--- src/rtl/fetch_stage.sv ---
// RV32I instruction-fetch stage: owns the PC, addresses the instruction memory and
// fills the IF/ID register; a misaligned redirect parks the stage in a sticky fault.
module fetch_stage #(
  parameter logic [31:0] RESET_PC  = 32'h0000_0000,
  parameter logic [31:0] NOP_INSTR = 32'h0000_0013
) (
  input  logic        clk,
  input  logic        rst,
  output logic [31:0] f_imem_A,
  input  logic [31:0] f_imem_RD,
  input  logic        f_stall,
  input  logic        f_flush,
  input  logic        f_redirect,
  input  logic [31:0] f_target,
  output logic [31:0] d_instr,
  output logic [31:0] d_pc,
  output logic [31:0] d_pcplus4,
  output logic        d_valid,
  output logic        f_fault
);

  typedef enum logic [1:0] {
    ST_BOOT  = 2'd0,
    ST_RUN   = 2'd1,
    ST_FAULT = 2'd2
  } state_t;

  state_t      r_state;
  logic [31:0] r_pc;
  logic [31:0] r_instr;
  logic [31:0] r_dpc;
  logic [31:0] r_dpc4;
  logic        r_valid;
  logic        r_fault;
  logic [31:0] w_pc_plus4;
  logic        w_misaligned;

  assign w_pc_plus4   = r_pc + 32'd4;
  assign w_misaligned = (f_target[1:0] != 2'b00);

  // PC, IF/ID register and fault FSM; redirect outranks flush, flush outranks stall
  always_ff @(posedge clk) begin
    if (rst) begin
      r_state <= ST_BOOT;
      r_pc    <= RESET_PC;
      r_instr <= NOP_INSTR;
      r_dpc   <= 32'h0000_0000;
      r_dpc4  <= 32'h0000_0000;
      r_valid <= 1'b0;
      r_fault <= 1'b0;
    end else begin
      case (r_state)
        ST_BOOT: begin
          r_state <= ST_RUN;
        end
        ST_RUN: begin
          if (f_redirect) begin
            r_valid <= 1'b0;
            r_instr <= NOP_INSTR;
            if (w_misaligned) begin
              r_state <= ST_FAULT;
              r_fault <= 1'b1;
            end else begin
              r_pc <= f_target;
            end
          end else if (f_flush) begin
            r_valid <= 1'b0;
            r_instr <= NOP_INSTR;
            if (!f_stall) begin
              r_pc <= w_pc_plus4;
            end
          end else if (!f_stall) begin
            r_instr <= f_imem_RD;
            r_dpc   <= r_pc;
            r_dpc4  <= w_pc_plus4;
            r_valid <= 1'b1;
            r_pc    <= w_pc_plus4;
          end
        end
        ST_FAULT: begin
          r_valid <= 1'b0;
          r_fault <= 1'b1;
        end
        default: begin
          r_state <= ST_BOOT;
          r_pc    <= RESET_PC;
          r_instr <= NOP_INSTR;
          r_valid <= 1'b0;
        end
      endcase
    end
  end

  assign f_imem_A  = r_pc;
  assign d_instr   = r_instr;
  assign d_pc      = r_dpc;
  assign d_pcplus4 = r_dpc4;
  assign d_valid   = r_valid;
  assign f_fault   = r_fault;

endmodule

--- config.mk ---
export PLATFORM = sky130hd
export DESIGN_NAME = fetch_stage
export DESIGN_NICKNAME = d
export VERILOG_FILES = /design/src/rtl/fetch_stage.sv
export SDC_FILE = /design/constraint.sdc
export NUM_CORES = 1
export LEC_CHECK = 0
export ABC_AREA = 1
export ABC_CLOCK_PERIOD_IN_PS = 1400
export BUFFER_PORTS_ARGS = -buffer_cell sky130_fd_sc_hd__buf_4
export CELL_PAD_IN_SITES_DETAIL_PLACEMENT = 1
export CELL_PAD_IN_SITES_GLOBAL_PLACEMENT = 2
export CORE_MARGIN = 2
export CORE_UTILIZATION = 24
export DETAILED_ROUTE_END_ITERATION = 7
export GPL_TIMING_DRIVEN = 0
export PLACE_DENSITY = 0.79
export SETUP_SLACK_MARGIN = 0.05
export SYNTH_ARGS = -nofsm -noshare
export SYNTH_HDL_FRONTEND = slang
export SYNTH_SLANG_ARGS = --single-unit
--- constraint.sdc ---
create_clock -name clk -period 1.4 [get_ports clk]
set_input_delay 0.28 -clock clk [delete_from_list [all_inputs] [get_ports clk]]
set_output_delay 0.28 -clock clk [all_outputs]
set_load 0.05 [all_outputs]
==> flow_metrics.py <==
metrics = {
    "die": {
        "core_area_um2": 24320,
        "num_rows": 57,
        "die_h_um": 161.3,
        "start_util": 0.2443,
        "dieArea_um2": 26030,
        "die_x_um": 161.3,
        "io_pins": 199,
    },
    "worst_setup_path": {
        "path_class": "flop to flop",
        "reg2reg_setup_slack_ns": -0.24,
        "worst-path-max-fanout": 6,
        "crit_arrival_ns": 1.99,
        "crit_required_ns": 1.74,
        "end_kind": "flop",
        "crit_path_start_kind": "flop",
        "worst_r2r_path_depth": 9,
        "r2r-start": "f_imem_A[3]",
        "r2r_end": "f_imem_A[20]",
    },
    "min_path": {
        "hold_end": "d_instr[1]",
        "min_path_cells": 3,
        "min-delay-path-class": "primary input to flop",
        "min_from": "f_imem_RD[1]",
    },
    "synth": {
        "yosys.area.top_type_share": 0.4380,
        "ys_async_sr_fraction": 0,
        "syn_inst": 836,
        "synth_common_cells": "nand2_1 (187), dfxtp_1 (130), nor2_1 (109)",
        "ys_seq_elements": 130,
        "synth_cell_type_count": 32,
        "yosysMostFrequentCell": "nand2_1",
        "yosys_warnings": 0,
        "synth_ff_type": "dfxtp_1",
        "syn-num-nets": 906,
        "avgSynthCellArea_um2": 7.108,
        "syn_area_um2": 5942,
        "synth_edf_count": 0,
        "synth.largest_area_cell": "dfxtp_1",
        "seq_area_frac_synth": 0.4380,
        "synth.area.top_cells": "dfxtp_1 (44%), nand2_1 (12%), a21oi_1 (7.6%)",
    },
    "global_route": {
        "grt_pass1_wl_mm": 40.31,
        "antenna_found_initial": 0,
        "grt_overflow": 0,
        "grt_max_degree": 17,
        "grt_usage": 0.2013,
        "grt_pass1_vias": 7030,
    },
    "power_and_ir_drop": {
        "powerDensity_nw_per_um2": 1001,
        "total_power_mw": 11.19,
        "vdd_drop_max_mv": 0.6769,
        "p_leak_nw": 4.582,
    },
    "sta": {
        "slew_violations": 0,
        "fin_crit_sh": 1.175,
        "slew_headroom": 0.4264,
        "hold_violations": 0,
        "grt_setup_unrepaired": "true",
        "whs_ns": 0.06995,
        "tightest_slew_ns": 0.8604,
        "setup_ws_ns": -0.2447,
        "finalSetupViolations": 124,
        "period_needed_ns": 1.645,
        "fmax_mhz": 608.0,
        "finClkSkew_ns": 0.009693,
    },
    "cells_and_area": {
        "diodes": 0,
        "fin_area_um2": 11180,
        "drive_gt1_frac": 0.5624,
        "num-nets-final": 1202,
        "fin_util": 0.4597,
        "syn_to_final_growth_pct": 88.15,
    },
    "route": {
        "wl_mm": 28.34,
        "wl_per_cell_um": 19.29,
        "vias_per_cell": 4.713,
        "firstDrtPassIters": 4,
        "vias": 6923,
        "drc": 0,
        "ant_nets": 0,
        "first_iter_violations": 341,
    },
    "clock_network": {
        "clk-insertion-delay-late_ns": 0.43,
        "cts_buffers": 17,
        "clock_sinks": 130,
        "clkTransAtPathRegs_ns": 0.06,
        "cts_hold_buf": 0,
        "cts_tree": "built",
        "cts.path.max_buffers": 2,
        "root_buffer": "clkbuf_16",
        "htreeDepth": 4,
    },
    "status": {
        "violations": "negative setup slack",
        "outcome": "finished with violations",
    },
    "place": {
        "hpwlAfterDp_mm": 18.58,
        "io_buffers": 198,
        "placed_area_um2": 7969,
        "routabilityCongestion": 0.7938,
        "pre_cts_slack_ns": -0.5190,
    },
    "run": {
        "cap_violations": 0,
    },
}
-- per-layer routing --
metal,part of all wire,global-route usage,routed length (µm),vias to the layer above
met3,0.064,0.05778,1808,34
met4,0.021,0.05073,584,0
met5,0,0,0,-
met2,0.50,0.3361,14030,189
li1,-,-,-,3316
met1,0.42,0.2556,11910,3384
-- worst max-delay path, cell delays in order, from the launching register on --
cell and delay (ns):
dfxtp_4 0.38, ha_4 0.16, nand2_4 0.05, nor2_4 0.19, nand2_4 0.13, nor2_4 0.19
nand3_1 0.15, nand3_1 0.12, nand2_1 0.07, a21oi_1 0.12
-- final cells by class --
type / count / area [µm²]
fillers: 2772 / 13140
plain buffers: 48 / 465.4
flip-flops and latches: 130 / 2699
multi-input cells: 581 / 3999
clock inverters: 12 / 142.6
well taps: 324 / 405.4
clock buffers: 20 / 489.2
inverters: 73 / 302.8
repair buffers: 281 / 2676
-- layout by cell type (no fill, tap or decap), types with 4 or more instances in the layout --
cell type,netlist,routed
clkbuf_1,17,13
nand3_2,1,31
nand3_4,0,15
inv_2,10,9
o211ai_2,4,4
buf_4,10,217
buf_6,11,45
nand2_1,187,129
clkbuf_16,0,24
o21ai_2,0,18
buf_8,0,20
inv_4,1,4
o211ai_1,20,20
xor2_1,8,5
inv_1,62,58
dfxtp_1,130,95
clkinv_4,0,5
buf_12,0,15
buf_16,0,6
o21ai_0,47,22
nand2_4,2,21
nor2_4,3,35
nand2_2,2,39
nand3_1,85,40
o21ai_4,0,7
dfxtp_2,0,14
a21oi_2,0,52
dfxtp_4,0,21
a21oi_1,90,38
o21ai_1,5,5
nor2_2,7,17
nor2_1,109,67
-- kinds of logic (layout without fill, tap and decap cells) --
kind of cell,count (synthesis),count (layout),share of synthesized area
xor+xnor,9,9,0.01327
fa+ha+maj,1,1,0.002105
compound gates,169,169,0.1594
buf+inv,125,434,0.1023
simple gates,402,402,0.2849
flops,130,130,0.4380
-- power by group --
group          total (mW)  internal (mW)  switching, mW
combinational        2.39          0.966           1.43
sequential           3.99           3.83          0.161
clock                4.80           2.91           1.89
total                11.2           7.71           3.48
-- repair_timing --
item | CTS | global route
cloned | 13 | 6
gates resized for setup | 216 | 249
endpoints found under the setup margin | 131 | 138
buffers inserted | 49 | 20
pin swaps | 51 | 70
-- how the worst max path moves through the flow --
stage	cells after the start	slack (ns)	start	end
after floorplan	10	-0.05	f_imem_A[3]	d_pcplus4[22]
after global placement	6	-0.44	rst	d_pc[11]
after detailed placement	6	-0.52	rst	d_pc[12]
after CTS	10	-0.21	f_imem_A[2]	f_imem_A[28]
after global routing	8	-0.35	f_imem_A[11]	d_pcplus4[22]
final	9	-0.24	f_imem_A[3]	f_imem_A[20]
-- state kept, by name, indices dropped and copies added, names as in the netlist --
| name | cells |
|---|---|
| f_imem_A | 32 |
| d_instr | 32 |
| d_pc | 32 |
| f_fault | 1 |
| d_valid | 1 |
| d_pcplus4 | 30 |
| r_state | 2 |
-- per-stage QoR --
stage	TNS, ns	instances
global route	-29.53	1469
floorplan	-0.6011	836
CTS	-16.02	1450
finish	-19.17	1469
global placement	-30.91	1358
detailed placement	-33.40	1358
No activity file was read; power rests on OpenSTA's default activity.
